**config.mk**
```make
export PLATFORM = sky130hd
export DESIGN_NAME = out_word_serialiser_flat
export DESIGN_NICKNAME = d
export VERILOG_FILES = /design/src/rtl/out_word_serialiser_if.sv /design/src/rtl/out_word_serialiser.sv /design/src/flat_wrapper.sv
export SDC_FILE = /design/constraint.sdc
export NUM_CORES = 1
export LEC_CHECK = 0
export ABC_CLOCK_PERIOD_IN_PS = 6900
export BUFFER_PORTS_ARGS = -buffer_cell sky130_fd_sc_hd__buf_2
export CAP_MARGIN = 20
export CORE_MARGIN = 1.5
export CORE_UTILIZATION = 50
export CTS_BUF_LIST = sky130_fd_sc_hd__clkbuf_8 sky130_fd_sc_hd__clkbuf_16
export DETAILED_ROUTE_END_ITERATION = 10
export PLACE_DENSITY = 0.68
export REMOVE_ABC_BUFFERS = 1
export SLEW_MARGIN = 10
export SYNTH_ARGS = -nofsm -noshare
export SYNTH_HDL_FRONTEND = slang
export SYNTH_SLANG_ARGS = --single-unit
```
**constraint.sdc**
```tcl
create_clock -name HCLK -period 6.9 [get_ports HCLK]
set_clock_uncertainty 0.1 [all_clocks]
set_input_delay 2.07 -clock HCLK [delete_from_list [all_inputs] [get_ports HCLK]]
set_output_delay 2.07 -clock HCLK [all_outputs]
set_load 0.02 [all_outputs]
```
**src/rtl/out_word_serialiser_if.sv**
```systemverilog
// out_word_serialiser_if
//   Bundles the word-in pair coming from the AHB output-register slave and the
//   3-wire serial link plus status leaving the serialiser.
//   DataIn[31:0]  word to transmit (slave DataOut)
//   DataValid     DataIn is displayable (slave DataValid)
//   SCLK          serial clock, idle low, sampled externally on rising edge
//   SDATA         serial data, changes only while SCLK is low
//   SLOAD         latch strobe to the external chain
//   Ack           transfer-complete level (to slave Buttons)
//   Busy          serialiser not idle
//   Modport slave is the serialiser's view; master is the driving/observing side.
interface out_word_serialiser_if;
  logic [31:0] DataIn;
  logic        DataValid;
  logic        SCLK;
  logic        SDATA;
  logic        SLOAD;
  logic        Ack;
  logic        Busy;

  modport master (
    output DataIn,
    output DataValid,
    input  SCLK,
    input  SDATA,
    input  SLOAD,
    input  Ack,
    input  Busy
  );

  modport slave (
    input  DataIn,
    input  DataValid,
    output SCLK,
    output SDATA,
    output SLOAD,
    output Ack,
    output Busy
  );
endinterface

```
**src/rtl/out_word_serialiser.sv**
```systemverilog
// out_word_serialiser
//   Shifts each new valid 32-bit word from the AHB output slave out on a
//   SCLK/SDATA/SLOAD link, then raises Ack for ACK_CYCLES cycles so software
//   sees OutFlag once the word has left the chip. One word can be parked while
//   a transfer is in flight; later arrivals overwrite it.
// Parameters
//   CLK_DIV     HCLK cycles per SCLK half-period (1..255)
//   ACK_CYCLES  HCLK cycles Ack is held high (1..2^21-1)
//   LSB_FIRST   0: bit 31 first, 1: bit 0 first
// Ports
//   HCLK        system clock, rising edge
//   HRESET      asynchronous active-high reset
//   link        out_word_serialiser_if.slave (DataIn/DataValid in, serial + status out)
module out_word_serialiser #(
  parameter int unsigned CLK_DIV    = 4,
  parameter int unsigned ACK_CYCLES = 4,
  parameter bit          LSB_FIRST  = 1'b0
) (
  input logic                  HCLK,
  input logic                  HRESET,
  out_word_serialiser_if.slave link
);

  typedef enum logic [1:0] {StIdle, StShift, StLatch, StAck} state_e;

  localparam logic [7:0]  DivLast = 8'(CLK_DIV - 1);
  localparam logic [20:0] AckLast = 21'(ACK_CYCLES - 1);

  state_e      state_q;
  logic [31:0] shift_q;
  logic [31:0] pend_word_q;
  logic [31:0] last_word_q;
  logic        pend_flag_q;
  logic        dv_q;
  logic [5:0]  bit_cnt_q;
  logic [7:0]  div_cnt_q;
  logic [20:0] ack_cnt_q;
  logic        sclk_q;
  logic        sdata_q;
  logic        sload_q;
  logic        ack_q;
  logic        busy_q;

  logic        new_word;
  logic        start;
  logic [31:0] start_word;
  logic        start_bit;
  logic [31:0] shift_next;
  logic        next_bit;

  always_comb begin
    new_word   = link.DataValid && (!dv_q || (link.DataIn != last_word_q));
    start      = (state_q == StIdle) && (pend_flag_q || new_word);
    // A parked word is older than anything arriving now, so it goes first.
    start_word = pend_flag_q ? pend_word_q : link.DataIn;
    start_bit  = LSB_FIRST ? start_word[0] : start_word[31];
    shift_next = LSB_FIRST ? (shift_q >> 1) : (shift_q << 1);
    next_bit   = LSB_FIRST ? shift_q[1] : shift_q[30];
  end

  always_ff @(posedge HCLK or posedge HRESET) begin
    if (HRESET) begin
      state_q     <= StIdle;
      shift_q     <= '0;
      pend_word_q <= '0;
      last_word_q <= '0;
      pend_flag_q <= 1'b0;
      dv_q        <= 1'b0;
      bit_cnt_q   <= '0;
      div_cnt_q   <= '0;
      ack_cnt_q   <= '0;
      sclk_q      <= 1'b0;
      sdata_q     <= 1'b0;
      sload_q     <= 1'b0;
      ack_q       <= 1'b0;
      busy_q      <= 1'b0;
    end else begin
      dv_q        <= link.DataValid;
      last_word_q <= link.DataIn;

      // Park new words while busy, or while the parked word is being launched
      // this cycle; otherwise launching clears the flag.
      if (new_word && ((state_q != StIdle) || pend_flag_q)) begin
        pend_word_q <= link.DataIn;
        pend_flag_q <= 1'b1;
      end else if (start) begin
        pend_flag_q <= 1'b0;
      end

      unique case (state_q)
        StIdle: begin
          if (start) begin
            state_q   <= StShift;
            shift_q   <= start_word;
            sdata_q   <= start_bit;
            sclk_q    <= 1'b0;
            bit_cnt_q <= '0;
            div_cnt_q <= '0;
            busy_q    <= 1'b1;
          end
        end

        StShift: begin
          if (div_cnt_q == DivLast) begin
            div_cnt_q <= '0;
            if (!sclk_q) begin
              sclk_q <= 1'b1;
            end else begin
              sclk_q    <= 1'b0;
              bit_cnt_q <= bit_cnt_q + 6'd1;
              if (bit_cnt_q == 6'd31) begin
                // Last high phase done: SDATA keeps the final bit through LATCH.
                state_q <= StLatch;
                sload_q <= 1'b1;
              end else begin
                shift_q <= shift_next;
                sdata_q <= next_bit;
              end
            end
          end else begin
            div_cnt_q <= div_cnt_q + 8'd1;
          end
        end

        StLatch: begin
          if (div_cnt_q == DivLast) begin
            state_q   <= StAck;
            div_cnt_q <= '0;
            bit_cnt_q <= '0;
            sload_q   <= 1'b0;
            sdata_q   <= 1'b0;
            ack_q     <= 1'b1;
            ack_cnt_q <= '0;
          end else begin
            div_cnt_q <= div_cnt_q + 8'd1;
          end
        end

        StAck: begin
          if (ack_cnt_q == AckLast) begin
            state_q   <= StIdle;
            ack_cnt_q <= '0;
            ack_q     <= 1'b0;
            busy_q    <= 1'b0;
          end else begin
            ack_cnt_q <= ack_cnt_q + 21'd1;
          end
        end

        default: state_q <= StIdle;
      endcase
    end
  end

  assign link.SCLK  = sclk_q;
  assign link.SDATA = sdata_q;
  assign link.SLOAD = sload_q;
  assign link.Ack   = ack_q;
  assign link.Busy  = busy_q;

endmodule
```
**src/flat_wrapper.sv**
```systemverilog
// flat-port wrapper written by rule: the top's interface ports become plain ports
module out_word_serialiser_flat 
#(
  parameter int unsigned CLK_DIV    = 4,
  parameter int unsigned ACK_CYCLES = 4,
  parameter bit          LSB_FIRST  = 1'b0
)
  (HCLK, HRESET, link_DataIn, link_DataValid, link_SCLK, link_SDATA, link_SLOAD, link_Ack, link_Busy);
  out_word_serialiser_if link_i ();
  input logic HCLK;
  input logic HRESET;
  input wire logic [$bits(link_i.DataIn)-1:0] link_DataIn;
  input wire logic [$bits(link_i.DataValid)-1:0] link_DataValid;
  output wire logic [$bits(link_i.SCLK)-1:0] link_SCLK;
  output wire logic [$bits(link_i.SDATA)-1:0] link_SDATA;
  output wire logic [$bits(link_i.SLOAD)-1:0] link_SLOAD;
  output wire logic [$bits(link_i.Ack)-1:0] link_Ack;
  output wire logic [$bits(link_i.Busy)-1:0] link_Busy;
  assign link_i.DataIn = link_DataIn;
  assign link_i.DataValid = link_DataValid;
  assign link_SCLK = link_i.SCLK;
  assign link_SDATA = link_i.SDATA;
  assign link_SLOAD = link_i.SLOAD;
  assign link_Ack = link_i.Ack;
  assign link_Busy = link_i.Busy;
  out_word_serialiser #(.CLK_DIV(CLK_DIV), .ACK_CYCLES(ACK_CYCLES), .LSB_FIRST(LSB_FIRST)) u_core (.HCLK(HCLK), .HRESET(HRESET), .link(link_i));
endmodule
```
# --- Word-level counts from Yosys, hierarchy flattened ---
# Cells that the tools add are included.
classes:
  reduce_logical: 27
  eq_ne: 14
  mux: 44
  add_sub_neg: 3
ops:
  columns: ["cell", "n"]
  rows:
  - ["31-bit two-way mux", 4]
  - ["31-bit case mux with 2 select lines", 1]
  - ["21-bit two-way mux", 2]
  - ["21-bit case mux with 2 select lines", 1]
  - ["32-bit two-way mux", 1]
  - ["32-bit inequality test", 1]
  - ["6-bit two-way mux", 4]
  - ["21-bit by 1-bit adder with 21-bit output (second input constant)", 1]
  - ["21-bit by 2-bit equality test with 1-bit output (second input constant)", 1]
  - ["6-bit case mux with 3 select lines", 1]
  - ["8-bit two-way mux", 2]
  - ["8-bit case mux with 2 select lines", 1]
  - ["1-bit two-way mux", 15]
  - ["5-bit AND reduction", 3]
  - ["2-bit nonzero test", 7]
  - ["2-bit two-way mux", 6]
  - ["2-bit by 1-bit inequality test with 1-bit output (second input constant)", 6]
  - ["6-bit AND reduction", 2]
  - ["3-bit AND reduction", 3]
  - ["8-bit by 1-bit adder with 8-bit output (second input constant)", 1]
  - ["8-bit by 2-bit equality test with 1-bit output (second input constant)", 1]
  - ["1-bit case mux with 2 select lines", 4]
  - ["2-bit case mux with 4 select lines", 1]
  - ["6-bit by 1-bit adder with 6-bit output (second input constant)", 1]
  - ["other kinds (12)", 18]
word_totals:
  input_bits: 35
  output_inout_bits: 5
  reg_bits: 139
  elab_cells: 102

# --- Logic depth before layout (Yosys ltp) ---
logic_depth:
  depth_word: 7
  mapped_depth: 9
  ltp_nobuf: 8

# --- Least setup slack after synthesis ---
# Ideal clock, no wire load.
synth_timing:
  kind: "input to register"
  startpoint: "input port link_DataIn[6]"
  endpoint: "register u_core.shift_q[20]"
  n_path_buf: 2
  slack_ps: 2752
  setup_ps: 125
  required_time_ps: 6675
  stages: 8
  t_arrival_ps: 3923
  cell_sequence: "inv_1 a222oi_1 o2111ai_1 o41a_1 buf_2 o21ai_2 buf_6 mux2_2"
synth_between:
  elab_chain_cells: 7
synth_lines:
  columns: ["item", "line_no", "rtl"]
  rows:
  - ["start, declared", "flat_wrapper.sv:12", "input wire logic [$bits(link_i.DataIn)-1:0] link_DataIn;"]
  - ["32-bit inequality test", "out_word_serialiser.sv:52", "new_word = link.DataValid && (!dv_q || (link.DataIn != last_word_q));"]
  - ["1-bit logical OR", "out_word_serialiser.sv:52", null]
  - ["1-bit logical AND", "out_word_serialiser.sv:52", null]
  - ["1-bit logical OR", "out_word_serialiser.sv:53", "start = (state_q == StIdle) && (pend_flag_q || new_word);"]
  - ["1-bit logical AND", "out_word_serialiser.sv:53", null]
  - ["2-bit by 1-bit inequality test with 1-bit output (no line)", null, null]
  - ["5-bit AND reduction (no line)", null, null]
  - ["end signal, assigned", "out_word_serialiser.sv:94", "shift_q <= start_word;"]
  - ["end signal, assigned", "out_word_serialiser.sv:116", "shift_q <= shift_next;"]
  - ["end, declared", "out_word_serialiser.sv:30", "logic [31:0] shift_q;"]
# Every way passes these cells.
# A chain may end at the register's enable or synchronous reset.

# --- Final worst setup path ---
layout_timing:
  startpoint: "input port link_DataIn[13]"
  endpoint: "register u_core.shift_q[22]"
# Same word-level chain as after synthesis.

==> run metrics <==
status completed; post-route ant nets 0; Rel. slew slack 30.0%; final slew viol count 0; Yosys top cell by area dfrtp_1; Reg2Reg Capture Point u_core.pend_word_q[9]$_DFFE_PP0P_; total CTS buffers 17; die area 14,000 um2; Reg2Reg Setup Slack 3750 ps; Clk pin slew, worst setup/hold paths 60 ps; Syn Area/Cell about 11 um2; Die Wd between 100 and 150 um; WS Path Type in -> reg; Setup TNS 0 ps; DR WL/cell 16.2 um; Seq cells post-synth around 140; Syn. warnings 0; EDFF count, synth 0; Post-Synthesis Cells 592; RSZ-0062 raised after global routing no; CTS HTree Levels 4; path depth of the worst reg2reg path 4; Final setup violation count 0; DR DRC count 0; RD Place Congestion 0.865; Max clock buf depth 2; core area 12,800 um2; GRT Total Usage 19.9%; final hold vios 0; hold_ws 390 ps; Setup Buffers After CTS 0; cts hold-fix bufs 0; die height between 100 and 150 um; vias in the first global route 4,465; Rows just over 40; Via-to-Cell Ratio 5.58; cell area after synthesis 6640 um2; IO Pins 40; global-route wire length before repair ~22,000 um; Pleak 3.44 nW; Post-Route WL 13,200 um; vias after detailed routing 4,530; Synth async-reset ratio 100%; Worst setup SP type input pin; P per Cell Area roughly 410 nW/um2; synth cell count leaders 139 x dfrtp_1, 63 x mux2_2, 56 x nand2_1, 53 x o21ai_0, 36 x xor2_1; post_cts resized 0; clk_lat worst skew about 420 ps; Max Freq 220 MHz; initial antenna violation count 0; layout net count 671; diode count 0; largest cells by area after synthesis dfrtp_1 52%, mux2_2 11%, mux2i_1 5.3%; CTS tree yes; Min-Delay Path Class reg -> reg; CP max FO 31; register area share after synthesis between 50% and 60%; # placed instances 781; Critical path origin link_DataIn[13]; ys flop type dfrtp_1; CTS Root Cell clkbuf_16; CP Capture Point u_core.shift_q[22]$_DFFE_PP0P_; slew of the pin with the lowest slew margin around 1000 ps; period utilization 65.9%; DRT iter0 DRCs 350; Distinct cells, synth 50; r2r startpoint u_core.pend_flag_q$_DFFE_PP0P_; total gr overflow 0; maxcap violations 0; largest net degree at the start of global routing 88; VDD IR max 0.217 mV; layout cell share with drive strength beyond 1 a little under a quarter; clk sinks roughly 140; dominant cell by count in the synthesized netlist dfrtp_1; min Tclk post-route 4550 ps; Final Power 3.09 mW; count of filler cells inserted in the layout just over 1,000; initial core utilization approximately half; hpwl dp around 8700 um; Critical Path AT 4750 ps; element type at the critical path end flop; Synth top area share a little over half; 1st-pass router iterations 4; Finished Layout Cells 812; Layout area overhead 14.0%; # port buffers 39; CP required 7110 ps
## cells in the final DEF, fill, tap and decap left out, drive strengths merged, types with 3 or more instances in the layout
cell type	n
xnor2	5
clkinvlp	3
or2	4
nor3	9
inv	14
a21oi	7
nor2b	8
o211ai	5
nand2	56
nor4	9
clkbuf	21
o41ai	4
o21ai	54
a31oi	3
buf	45
ha	8
xor2	36
clkinv	4
nand4	4
mux2	64
nand2b	6
nand3	20
and3	4
nor2	35
a32o	9
dfrtp	139
mux2i	35
o221ai	4
## power by group
| part | switching (mW) | total (mW) | internal, mW |
|---|---|---|---|
| Sequential | 0.157 | 1.17 | 1.01 |
| Clock | 0.337 | 0.904 | 0.567 |
| Combinational | 0.543 | 1.02 | 0.478 |
## sequential cells by signal (all words and copies together) (netlist names), 2 cells and up
name / count
u_core.ack_cnt_q: 21
u_core.state_q: 2
u_core.div_cnt_q: 8
u_core.shift_q: 31
u_core.bit_cnt_q: 6
u_core.last_word_q: 32
u_core.pend_word_q: 32
## metrics by stage
stage / instance area, um2 / utilization (%) / worst slack (ps)
after global routing: 7560 / 59.2 / 2230
after floorplan: 6500 / - / 1010
final: 7560 / 59.2 / 2350
after CTS: 7560 / 59.2 / 2350
after detailed placement: 6970 / 54.5 / 1890
after global placement: 6970 / 54.5 / 1960
## critical path: stages
cell and delay (ps):
buf_2 130, xor2_1 160, nor4_1 470, nand2_1 200, o41a_1 710, o21ai_2 210, buf_4 390, mux2_2 390
## how the worst min path moves through the flow
stage                                           startpoint                          endpoint  slack [ps]  cells after the start
final                     u_core.ack_cnt_q[20]$_DFFE_PP0P_  u_core.ack_cnt_q[20]$_DFFE_PP0P_         390                      1
after global routing      u_core.ack_cnt_q[20]$_DFFE_PP0P_  u_core.ack_cnt_q[20]$_DFFE_PP0P_         410                      1
after CTS                 u_core.ack_cnt_q[20]$_DFFE_PP0P_  u_core.ack_cnt_q[20]$_DFFE_PP0P_         390                      1
after detailed placement  u_core.ack_cnt_q[20]$_DFFE_PP0P_  u_core.ack_cnt_q[20]$_DFFE_PP0P_         380                      1
after global placement    u_core.ack_cnt_q[20]$_DFFE_PP0P_  u_core.ack_cnt_q[20]$_DFFE_PP0P_         370                      1
after floorplan           u_core.ack_cnt_q[20]$_DFFE_PP0P_  u_core.ack_cnt_q[20]$_DFFE_PP0P_         350                      1
## cell families after synthesis
| group | Yosys count | synth area share [%] |
|---|---|---|
| AND/OR/NAND/NOR | 162 | 11.5 |
| flip-flops | 139 | 52.4 |
| AO/OA/AOI/OAI | 102 | 10.3 |
| multiplexers | 99 | 16.1 |
| XOR/XNOR | 41 | 5.41 |
| buffers and inverters | 41 | 2.75 |
| adder cells (fa/ha/maj) | 8 | 1.51 |
## metal layers
metal  GRT usage, %  part of all wire, %  vias up
li1               -                    -     2174
met3           5.12                  3.4       20
met2           29.4                   46       79
met1           28.1                   49     2257
met4           7.55                  1.7        0
met5              0                    0        -
## cell type report
type	instances	area, um2	area share (%)
inverter	13	53.8	0.712
tap	172	215	2.85
multi-input combinational	412	2980	39.4
timing repair buffer	45	240	3.18
sequential	139	3480	46.0
clock inverter	10	115	1.52
clock buffer	21	480	6.35
Power figures use the tool's default switching activity.
